===== config.mk =====
export PLATFORM = sky130hd
export DESIGN_NAME = mult_seq_ctrl
export DESIGN_NICKNAME = d
export VERILOG_FILES = /design/src/rtl/mult_seq_ctrl.sv
export SDC_FILE = /design/constraint.sdc
export NUM_CORES = 1
export LEC_CHECK = 0
export CORE_MARGIN = 2
export CORE_UTILIZATION = 57
export CTS_CLUSTER_SIZE = 10
export DETAILED_ROUTE_END_ITERATION = 8
export DONT_BUFFER_PORTS = 1
export PLACE_DENSITY = 0.75
export SLEW_MARGIN = 20
export SYNTH_ARGS = -nofsm -noshare
export SYNTH_HDL_FRONTEND = slang
export SYNTH_SLANG_ARGS = --single-unit
export TNS_END_PERCENT = 50

===== constraint.sdc =====
create_clock -name i_clk -period 1.7 [get_ports i_clk]
set_input_delay 0.34 -clock i_clk [delete_from_list [all_inputs] [get_ports i_clk]]
set_output_delay 0.34 -clock i_clk [all_outputs]
set_load 0.02 [all_outputs]

===== src/rtl/mult_seq_ctrl.sv =====
// Multi-cycle unsigned shift-and-add multiplier controller for MULTU (HI/LO).
// Sequences one shared external LEN+1 bit adder and does no addition itself.
module mult_seq_ctrl #(
   parameter int LEN = 32
) (
   input  logic           i_clk,
   input  logic           i_reset,
   input  logic           i_start,
   input  logic           i_abort,
   input  logic [LEN-1:0] i_mcand,
   input  logic [LEN-1:0] i_mplier,
   output logic [LEN:0]   o_add_a,
   output logic [LEN:0]   o_add_b,
   input  logic [LEN:0]   i_add_sum,
   output logic           o_busy,
   output logic           o_done,
   output logic [LEN-1:0] o_hi,
   output logic [LEN-1:0] o_lo
);

   // state | meaning
   // IDLE  | waiting for start; o_hi/o_lo hold the last completed product
   // RUN   | one shift-and-add iteration per cycle, LEN cycles total
   // DONE  | result presented with o_done for one cycle

   localparam int CNT_W = $clog2(LEN) + 1;

   typedef enum logic [1:0] {IDLE, RUN, DONE} state_t;

   state_t           state;
   logic [LEN-1:0]   mcand_r;
   logic [LEN:0]     acc_r;
   logic [LEN-1:0]   lo_r;
   logic [CNT_W-1:0] cnt_r;
   logic             busy_r;
   logic             done_r;
   logic [LEN-1:0]   hi_out_r;
   logic [LEN-1:0]   lo_out_r;

   // acc_r[LEN] is always 0 ahead of an add, so the full register is the A operand
   assign o_add_a = acc_r;
   assign o_add_b = (state == RUN && lo_r[0]) ? {1'b0, mcand_r} : '0;
   assign o_busy  = busy_r;
   assign o_done  = done_r;
   assign o_hi    = hi_out_r;
   assign o_lo    = lo_out_r;

   always_ff @(posedge i_clk) begin
      if (i_reset) begin
         state    <= IDLE;
         mcand_r  <= '0;
         acc_r    <= '0;
         lo_r     <= '0;
         cnt_r    <= '0;
         busy_r   <= 1'b0;
         done_r   <= 1'b0;
         hi_out_r <= '0;
         lo_out_r <= '0;
      end else begin
         case (state)
            IDLE: begin
               done_r <= 1'b0;
               if (i_start && !i_abort) begin
                  mcand_r <= i_mcand;
                  lo_r    <= i_mplier;
                  acc_r   <= '0;
                  cnt_r   <= '0;
                  busy_r  <= 1'b1;
                  state   <= RUN;
               end
            end
            RUN: begin
               if (i_abort) begin
                  busy_r <= 1'b0;
                  state  <= IDLE;
               end else begin
                  acc_r <= {1'b0, i_add_sum[LEN:1]};
                  lo_r  <= {i_add_sum[0], lo_r[LEN-1:1]};
                  cnt_r <= cnt_r + CNT_W'(1);
                  if (cnt_r == CNT_W'(LEN - 1)) begin
                     // capture the post-shift product so it is valid alongside o_done
                     hi_out_r <= i_add_sum[LEN:1];
                     lo_out_r <= {i_add_sum[0], lo_r[LEN-1:1]};
                     done_r   <= 1'b1;
                     state    <= DONE;
                  end
               end
            end
            DONE: begin
               done_r <= 1'b0;
               busy_r <= 1'b0;
               state  <= IDLE;
            end
            default: begin
               done_r <= 1'b0;
               busy_r <= 1'b0;
               state  <= IDLE;
            end
         endcase
      end
   end

endmodule


# ---- Word-level counts from Yosys, hierarchy flattened
# Cells that the tools add are included.
dict set report totals {
  in_bits 101
  wordCells 47
  reg_bits 171
  out_inout_bits 132
}
dict set report op_classes {
  n_reduce_logical 12
  add_sub_neg 1
  n_eq_ne 6
  muxes 17
  bitwise 2
}
# operator n
set op_table {}
lappend op_table {{two-way mux 32 bit} 3}
lappend op_table {{two-way mux 33 bit} 2}
lappend op_table {{one-hot mux 33 bit (2 select lines)} 1}
lappend op_table {{one-hot mux 32 bit (2 select lines)} 1}
lappend op_table {{two-way mux 6 bit} 2}
lappend op_table {{one-hot mux 6 bit (2 select lines)} 1}
lappend op_table {{AND reduction 2 bit} 4}
lappend op_table {{adder 6 x 1 -> 6 bit, second input constant} 1}
lappend op_table {{equality test 6 x 5 -> 1 bit, second input constant} 1}
lappend op_table {{two-way mux 2 bit} 3}
lappend op_table {{!= test 2 bit, second input constant} 3}
lappend op_table {{AND reduction 3 bit} 2}
lappend op_table {{one-hot mux 2 bit (2 select lines)} 1}
lappend op_table {{!= test 3 x 2 -> 1 bit, second input constant} 1}
lappend op_table {{equality test 2 x 1 -> 1 bit, second input constant} 1}
lappend op_table {{logical AND 1 bit} 2}
lappend op_table {{logical NOT 2 bit} 1}
lappend op_table {{two-way mux 1 bit} 2}
lappend op_table {{inverter 1 bit} 2}
lappend op_table {{one-hot mux 1 bit (2 select lines)} 1}
lappend op_table {{nonzero test 2 bit} 1}
lappend op_table {{OR reduction 2 bit} 1}
lappend op_table {{logical NOT 1 bit} 1}

# ---- Longest topological paths before layout
# Gate-level depths: netlist of run 1.
dict set report logic_depth {
  depth_word 4
  ltp_mapped 7
  mapped_depth_nobuf 4
}

# ---- Least setup slack after synthesis of run 1
# Ideal clock, no wire load.
dict set report synth_timing {
  kind {flip-flop to flip-flop}
  from {register state[1]}
  to {register mcand_r[0]}
  stages_incl_launch_ff 8
  arrival_ns 1.653
  path_buffers 4
  setup_ns 0.117
  synth_period_minus_slack_ns 1.770
  path_slack_ns -0.070
  required_time_ns 1.583
  cell_sequence {dfxtp_1 buf_6 or4b_1 buf_2 and2_4 buf_6 buf_6 a22o_1}
}
dict set report synth_between {
  elab_chain_len 2
}
# item line_no
set synth_rtl {}
lappend synth_rtl {{start: declaration} 30} ;# state_t state;
lappend synth_rtl {{start signal: assignment} 50} ;# state <= IDLE;
lappend synth_rtl {{start signal: assignment} 69} ;# state <= RUN;
lappend synth_rtl {{start signal: assignment} 75} ;# state <= IDLE;
lappend synth_rtl {{logical NOT 2 bit} 60} ;# case (state)
lappend synth_rtl {{AND reduction 2 bit (no line)} -}
lappend synth_rtl {{end signal: assignment} 64} ;# mcand_r <= i_mcand;
lappend synth_rtl {{end: declaration} 31} ;# logic [LEN-1:0] mcand_r;
# No other way between the ends.
# A chain may end at the register's enable or synchronous reset.

# ---- Final worst setup path of run 1
dict set report layout_timing {
  from {register state[0]}
  to {output port o_add_b[14]}
}
dict set report layout_between {
  elab_chain_len 3
}
# item line_no
set layout_rtl {}
lappend layout_rtl {{equality test 2 x 1 -> 1 bit} 42} ;# assign o_add_b = (state == RUN && lo_r[0]) ? {1'b0, mcand_r} : '0;
lappend layout_rtl {{logical AND 1 bit} 42}
lappend layout_rtl {{two-way mux 32 bit} 42}
lappend layout_rtl {{end: declaration} 13} ;# output logic [LEN:0] o_add_b,
# No other way between the ends.

==> results of run 1 <==
## worst max path at each step
stage,end,startpoint,slack [ns],cells after the start
after floorplan,mcand_r[0],state[1],-0.02,7
after global placement,lo_r[4],state[1],0.13,5
after detailed placement,lo_r[21],state[1],-0.02,5
after CTS,o_add_b[25],state[0],-0.05,3
after global routing,o_add_b[14],state[0],-0.11,3
final,o_add_b[14],state[0],-0.05,3
## logic make-up after synthesis
logic type	synth area share, %
adders and majority gates	0.175
DFF	47.5
AOI/OAI and AO/OA	27.0
muxes	4.75
and+or+nand+nor	13.6
other	0.0523
buffers and inverters	6.85
## metal layers
metal  share of wire, %  vias to the layer above  GRT usage, %
met5                  0                        -             0
met4                2.5                        0          11.7
met3                 10                       45          11.0
met2                 48                      329          46.3
met1                 39                     3059          34.8
li1                   -                     2898             -
## per-stage QoR
stage | utilization, % | TNS, ns
2_1_floorplan | - | -0.566
6_report | 65.5 | -1.20
3_3_place_gp | 59.8 | 0
3_5_place_dp | 59.8 | -0.0168
4_1_cts | 65.2 | -1.32
5_1_grt | 65.5 | -3.07
## layout by cell type, fill, tap and decap left out, types with 4 or more instances in the layout
master     count
o21ai_1        4
and3_2        20
dfxtp_1      168
a22o_1        32
clkbuf_16     17
o31ai_1       64
nand4_1       97
buf_12        10
a311oi_1      32
a21oi_1      132
buf_4         17
o21ai_0       30
nand3_1        4
mux2i_1       34
and3_4        12
## registers in the layout, summed over array words and instances, names as in the netlist
register	flops
cnt_r	6
lo_r	32
o_add_a	32
state	2
o_lo	32
o_busy	1
o_hi	32
mcand_r	32
o_done	1
## synth_stat cells (all sizes together)
cell type  instances
o211a              1
inv                6
nor2               2
or4b               1
o21ai             34
a22o              32
a21oi            132
conb               1
mux2i             34
dfxtp            170
ha                 1
nand2              3
nor3               1
nand4             97
or3b               1
and2               1
o21ba              1
clkbuf            87
o21bai             1
nand4b             1
a2111oi            1
nand2b             3
a31oi              2
o31ai             65
or4                2
nand3              4
nand3b             1
buf               24
nor4               4
nor3b              1
a311oi            33
and4b              1
nor2b              1
and3              32
## power groups by stage
stage	clock network (µW)	registers [µW]	logic, µW
3_3_place_gp	0	4280	408
4_1_cts	3920	4200	436
6_report	3870	4210	445
2_1_floorplan	0	4260	389
3_5_place_dp	0	4290	430
5_1_grt	4090	4220	484
## what timing repair did
action	CTS	global route
cloned	0	0
endpoints found under the hold margin	116	90
setup endpoints to repair	33	34
resized for setup	43	9
pin swaps	0	4
## cell type report
type,instances,area share [%]
Tap cell,168,2.64
Clock buffer,22,5.83
Multi-Input combinational cell,495,42.7
Sequential cell,170,42.8
Clock inverter,8,1.51
Inverter,6,0.283
Timing Repair Buffer,28,4.26
==> results.md, run 1 <==
- Synth area leader: dfxtp_1
- Post-layout instance area: 0.00796 mm²
- PD cells: 1070 mW/mm²
- CP peak stage delay: 0.37 ns
- Register area: 0.00341 mm²
- Share of cells above drive strength 1: 14.3%
- Final setup viols: 32
- Yosys top cell area share: 47.5%
- Net Sw Frac: 22.0%
- Min Hold Slack: -0.00927 ns
- Max Clock Skew: 0.00825 ns
- Max transition margin: 61.5%
- Sw Pwr: 1870 µW
- Slowest CP cell: dfxtp_4
- Pin count of the biggest net entering global routing: 136
- ANT nets after route: 0
- Mapped Area: 0.00716 mm²
- Leakage: 0.00277 µW
- GR Overflow Total: 0
- Die footprint: 0.0135 mm²
- # diodes: 0
- Inst Count DP: 867
- Logic pwr share: 5.2%
- Post-Syn Instances: 781
- Slew @ Worst Pin: 0.576 ns
- Number of global-route vias before repair: 5835
- Multi-input gate area: 0.00340 mm²
- Slew Viols, Final: 0
- Tmin final: 1.75 ns
- Achievable Freq: 0.571 GHz
- H-tree depth: 4
- CP Max Fanout: 32
- WP data arrival: 1.41 ns
- Avg Cell Area, Syn: 9.17 µm²
- Hold Violations, Final: 1
- Final Routed Wirelength: 20300 µm
- IO Port Bufs: 0
- Worst Setup Start Kind: flip-flop
- I/O pin count: 233
- # clock sinks: 170
- Crit-path leading delay family: simple AND/OR/NAND/NOR gates
- Initial Util: 58.9%
- DRC viols: 0
- Pre-antenna DRT Iters: 6
- DR vias: 6331
- WL/cell: 22.6 µm
- Die height: 116 µm
- Finished Layout Cells: 897
- Layout area overhead: 11.2%
- Synth area leaders: dfxtp_1 48%, a21oi_1 9.2%, nand4_1 8.5%
- Worst hold path type: in -> reg
- Hold path depth: 1
- GRT Overall Usage: 28.8%
- Critical Path End Type: primary output
- Avg Vias per Cell: 7.06
- Initial antenna violation count: 0
- Starting DRT DRC Count: 746
- Clock Tree Root: clkbuf_16
- Seq pwr share: 49.4%
- Post-Place Cell Area: 0.00727 mm²
- Yosys reg bits: 170
- Clock Pin Slew Worst Setup and Hold Paths: 0.06 ns
- Worst Path Buf+Inv: 1
- Req. time, crit path: 1.36 ns
- Max_cap viols: 0
- Register area share after synthesis: 47.5%
- Core Region: 0.0122 mm²
- Status: finished, violations left
- RSZ-0062 raised after global routing: yes
- Library cells used by synthesis: 39
- Global-route wire length before repair: 30800 µm
- HPWL after detailed placement: 12500 µm
- Final #Nets: 820
- Num rows: 40
- Reg2Reg Depth: 4
- Period utilisation layout: 103%
- Failing checks: hold timing, setup timing
- CTS tree: built
- Routability cong.: 0.840
- R2R Setup Slk: 0.07 ns
- Crit Reg-Reg Startpoint: state[1]
- CP Cell Sequence: nor2b_4 -> buf_12 -> and3_2
- Post-CTS setup-driven buffer insertion count: 0
- Worst slack, placed: -0.0168 ns
- CTS max path bufs: 2
- Hold EP: lo_r[6]
- Number of CTS-inserted buffers: 17
- Final worst slack: -0.0524 ns
- Hold path start: i_reset
- Clk Latency, worst-skew pair: 0.42 ns
- Maximum VDD drop: 704 µV
- # fillers: 1019
- Die X: 116 µm
- Clk pwr share: 45.4%
- Yosys warning count: 0
- Final Power: 8520 µW
- Worst R2R End: o_hi[8]
- Internal power: 6650 µW
- Kind of critical path: reg -> out
Power figures use the tool's default switching activity.
==> run 2: changes to the inputs <==
REMOVE_ABC_BUFFERS = 1   (was default)
SLEW_MARGIN = default   (was 20)
==> results.md, run 2 (synthesis gave the netlist of run 1 again) <==
- Pre-antenna DRT Iters: 5
- Worst Setup Start Kind: flip-flop
- Layout area overhead: 16.5%
- Slew Viols, Final: 0
- Leakage: 0.00288 µW
- Seq pwr share: 49.9%
- Hold path start: i_mcand[11]
- Die footprint: 0.0135 mm²
- Max transition margin: 40.9%
- Post-layout instance area: 0.00834 mm²
- Max Clock Skew: 0.00625 ns
- Hold EP: mcand_r[11]
- # clock sinks: 170
- Grt met2 use: 50.2%
- Worst slack, placed: 0.112 ns
- Status: finished, violations left
- Tmin final: 1.84 ns
- Met1 Resource Use GR: 34.2%
- Req. time, crit path: 1.36 ns
- Final worst slack: -0.139 ns
- Logic pwr share: 7.0%
- Period utilisation layout: 108%
- CTS max path bufs: 2
- Final #Nets: 844
- Multi-input gate area: 0.00352 mm²
- DRC viols: 0
- Num rows: 40
- Hold path depth: 1
- Internal power: 6450 µW
- Reg2Reg Depth: 5
- Number of CTS-inserted buffers: 17
- Final setup viols: 32
- Kind of critical path: reg -> out
- Achievable Freq: 0.544 GHz
- RSZ-0062 raised after global routing: yes
- Max_cap viols: 0
- HPWL after detailed placement: 12400 µm
- Final Routed Wirelength: 23300 µm
- Slew @ Worst Pin: 0.883 ns
- Die height: 116 µm
- Pin count of the biggest net entering global routing: 136
- Final Power: 8410 µW
- Clock Tree Root: clkbuf_16
- Inst Count DP: 868
- Die X: 116 µm
- I/O pin count: 233
- Worst R2R End: o_hi[10]
- Initial Util: 58.9%
- Finished Layout Cells: 922
- DR vias: 6743
- H-tree depth: 4
- Crit Reg-Reg Startpoint: state[1]
- Avg Vias per Cell: 7.31
- Clk pwr share: 43.1%
- Global route hottest layer: met2
- Most frequent cells in the layout: 168 x dfxtp_1, 132 x a21oi_1, 97 x nand4_1
- Commonest non-fill, non-tap cell in the layout: dfxtp_1
- Failing checks: setup timing
- Critical Path End Type: primary output
- Clock Pin Slew Worst Setup and Hold Paths: 0.06 ns
- GR Overflow Total: 0
- Clk Latency, worst-skew pair: 0.42 ns
- Met3 GRT Util: 10.4%
- CTS tree: built
- # fillers: 918
- # diodes: 0
- Sw Pwr: 1970 µW
- PD cells: 1010 mW/mm²
- R2R Setup Slk: 0 ns
- Net Sw Frac: 23.4%
- Core Region: 0.0122 mm²
- Share of cells above drive strength 1: 16.6%
- Number of global-route vias before repair: 5971
- Worst hold path type: in -> reg
- Hold Violations, Final: 0
- Initial antenna violation count: 0
- ANT nets after route: 0
- IO Port Bufs: 0
- GRT Overall Usage: 29.4%
- WP data arrival: 1.50 ns
- Register area: 0.00341 mm²
- CP Max Fanout: 8
- Post-Place Cell Area: 0.00724 mm²
- Global-route wire length before repair: 31100 µm
- Maximum VDD drop: 744 µV
- Starting DRT DRC Count: 502
- WL/cell: 25.2 µm
- Routability cong.: 0.813
-- run 2: worst max-delay path, cell delays in order, from the launching register on --
cell	delay, ns
dfxtp_2	0.32
buf_6	0.12
nor2b_4	0.15
buf_12	0.14
clkbuf_16	0.14
and3_4	0.21
-- run 2: worst max-delay path by stage --
stage / endpoint / startpoint / slack (ns) / cells after the start
global placement: o_add_b[0] / state[1] / 0.15 / 4
detailed placement: o_lo[24] / state[0] / 0.11 / 4
CTS: o_add_b[10] / state[1] / -0.13 / 5
floorplan: cnt_r[2] / state[0] / -3.47 / 2
finish: o_add_b[10] / state[1] / -0.14 / 5
global route: o_add_b[24] / state[1] / -0.19 / 5
-- run 2: through the flow --
step | hold slack (ns) | util (%) | setup TNS [ns]
final | 0.0459 | 68.6 | -3.27
after global routing | 0.0368 | 68.6 | -5.07
after CTS | -0.0254 | 66.3 | -3.74
after detailed placement | 0.423 | 59.5 | 0
after global placement | 0.422 | 59.5 | 0
after floorplan | 0.409 | - | -358.73
-- run 2: what timing repair did --
action	4_1_cts	5_1_grt
hold endpoints to repair	119	13
endpoints found under the setup margin	32	126
buffers inserted	4	2
resized for setup	77	14
cloned	2	7
pin swaps	24	6
-- run 2: power groups by stage --
stage          clock network (µW)  registers (µW)  logic [µW]
2_1_floorplan                   0            4270         294
3_3_place_gp                    0            4280         403
3_5_place_dp                    0            4280         422
4_1_cts                      3650            4200         458
5_1_grt                      3800            4210         624
6_report                     3630            4200         586
-- run 2: layout make-up --
class | instances | share of cell area, %
clock buffers | 24 | 5.77
clock inverters | 7 | 0.810
inverters | 6 | 0.270
multi-input cells | 497 | 42.2
flip-flops and latches | 170 | 40.9
well taps | 168 | 2.52
repair buffers | 50 | 7.60
-- run 2: layer usage --
layer  wire length [µm]  up-vias
met3               2700       66
met2              11400      461
met4                529        0
met5                  0        -
met1               8660     3267
li1                   -     2949
==> run 3: changes to the inputs <==
GPL_TIMING_DRIVEN = 0   (was default)
==> results.md, run 3 (synthesis gave the netlist of run 1 again) <==
- Status: finished, violations left
- ANT nets after route: 0
- Maximum VDD drop: 566 µV
- # diodes: 0
- CTS max path bufs: 2
- Routability cong.: 0.728
- PD cells: 1070 mW/mm²
- WP data arrival: 2.14 ns
- Pre-antenna DRT Iters: 5
- Worst hold path type: in -> reg
- Inst Count DP: 853
- Die X: 116 µm
- GR Overflow Total: 0
- Kind of critical path: reg -> reg
- Critical Path End Type: flip-flop
- WL/cell: 24.8 µm
- Avg Vias per Cell: 7.25
- Starting DRT DRC Count: 621
- Core Util, Final: 67.7%
- Slew @ Worst Pin: 1.00 ns
- Most frequent cells in the layout: 167 x dfxtp_1, 131 x a21oi_1, 97 x nand4_1
- Share of cells above drive strength 1: 15.4%
- Failing checks: hold timing, setup timing
- CP Max Fanout: 64
- # clock sinks: 170
- HPWL after detailed placement: 12100 µm
- Final setup viols: 110
- Max_cap viols: 0
- GRT Overall Usage: 31.8%
- Clock Pin Slew Worst Setup and Hold Paths: 0.06 ns
- Final #Nets: 824
- Max Clock Skew: 0.0120 ns
- DRC viols: 0
- Sum Neg Setup Slack: -7.26 ns
- Commonest non-fill, non-tap cell in the layout: dfxtp_1
- I/O pin count: 233
- Min Hold Slack: -0.0311 ns
- Clk Latency, worst-skew pair: 0.44 ns
- IO Port Bufs: 0
- Number of CTS-inserted buffers: 17
- Die footprint: 0.0135 mm²
- Achievable Freq: 0.547 GHz
- Slew Viols, Final: 0
- Pin count of the biggest net entering global routing: 136
- Period utilisation layout: 107%
- Max transition margin: 33.2%
- H-tree depth: 4
- Layout area overhead: 14.8%
- Die height: 116 µm
- Final Routed Wirelength: 22400 µm
- Leakage: 0.00280 µW
- Global-route wire length before repair: 33400 µm
- Number of global-route vias before repair: 6281
- Initial antenna violation count: 0
- Finished Layout Cells: 903
- R2R Setup Slk: -0.13 ns
- Reg2Reg Depth: 3
- Num rows: 40
- Hold Violations, Final: 8
- Initial Util: 58.9%
- DR vias: 6551
- RSZ-0062 raised after global routing: yes
- Core Region: 0.0122 mm²
- Worst Setup Start Kind: flip-flop
- Tmin final: 1.83 ns
- Worst slack, placed: -1.11 ns
- Hold path depth: 1
- Clock Tree Root: clkbuf_16
- CTS tree: built
- Final worst slack: -0.127 ns
- Req. time, crit path: 2.01 ns
[run 3: changes by cell type in the layout (fill, tap and decap cells not counted), sizes merged]
cell	change
dlygate4sd3	-7
clkbuf	-6
bufinv	+3
buf	-9
and2	-2
nor2b	+2
[run 3: worst paths after layout]
path | from | to
worst min-delay path | i_reset | o_hi[16]
worst min register to register | lo_r[21] | o_lo[20]
worst max register to register | state[0] | o_hi[5]
worst max-delay path | state[0] | o_hi[5]
[run 3: power by group]
group          internal [µW]  switching [µW]
Combinational            192             265
Sequential              4100             122
Clock                   2580            1580
[run 3: metrics by stage]
step	cell area [µm²]	total power, µW
detailed placement	7150	4690
finish	8230	8830
CTS	8150	8850
floorplan	6700	4570
global placement	6910	4650
global route	8230	9070
[run 3: area by class of cell]
type,count,area (µm²)
flip-flops and latches,170,3410
inverters,6,32.5
well taps,168,210
fillers,926,3930
clock buffers,22,474
clock inverters,10,165
repair buffers,30,387
multi-input cells,497,3540
[run 3: per-layer routing]
metal	routed length (µm)	track usage (%)	part of all wire, %	up-vias
met5	0	0	0	-
met2	10900	52.2	48	385
li1	-	-	-	2924
met4	718	14.8	3.2	0
met3	2560	11.1	11	64
met1	8290	37.5	37	3178
[run 3: timing repair]
item,4_1_cts,5_1_grt
pin swaps,41,21
cloned,2,0
buffers inserted,16,0
hold endpoints to repair,131,126
resized for setup,67,20
setup endpoints to repair,202,178
[run 3: critical path, stage by stage (launching register included)]
cell     delay, ns
dfxtp_4       0.43
or3b_4        0.73
o31ai_1       0.41
a21oi_1       0.10
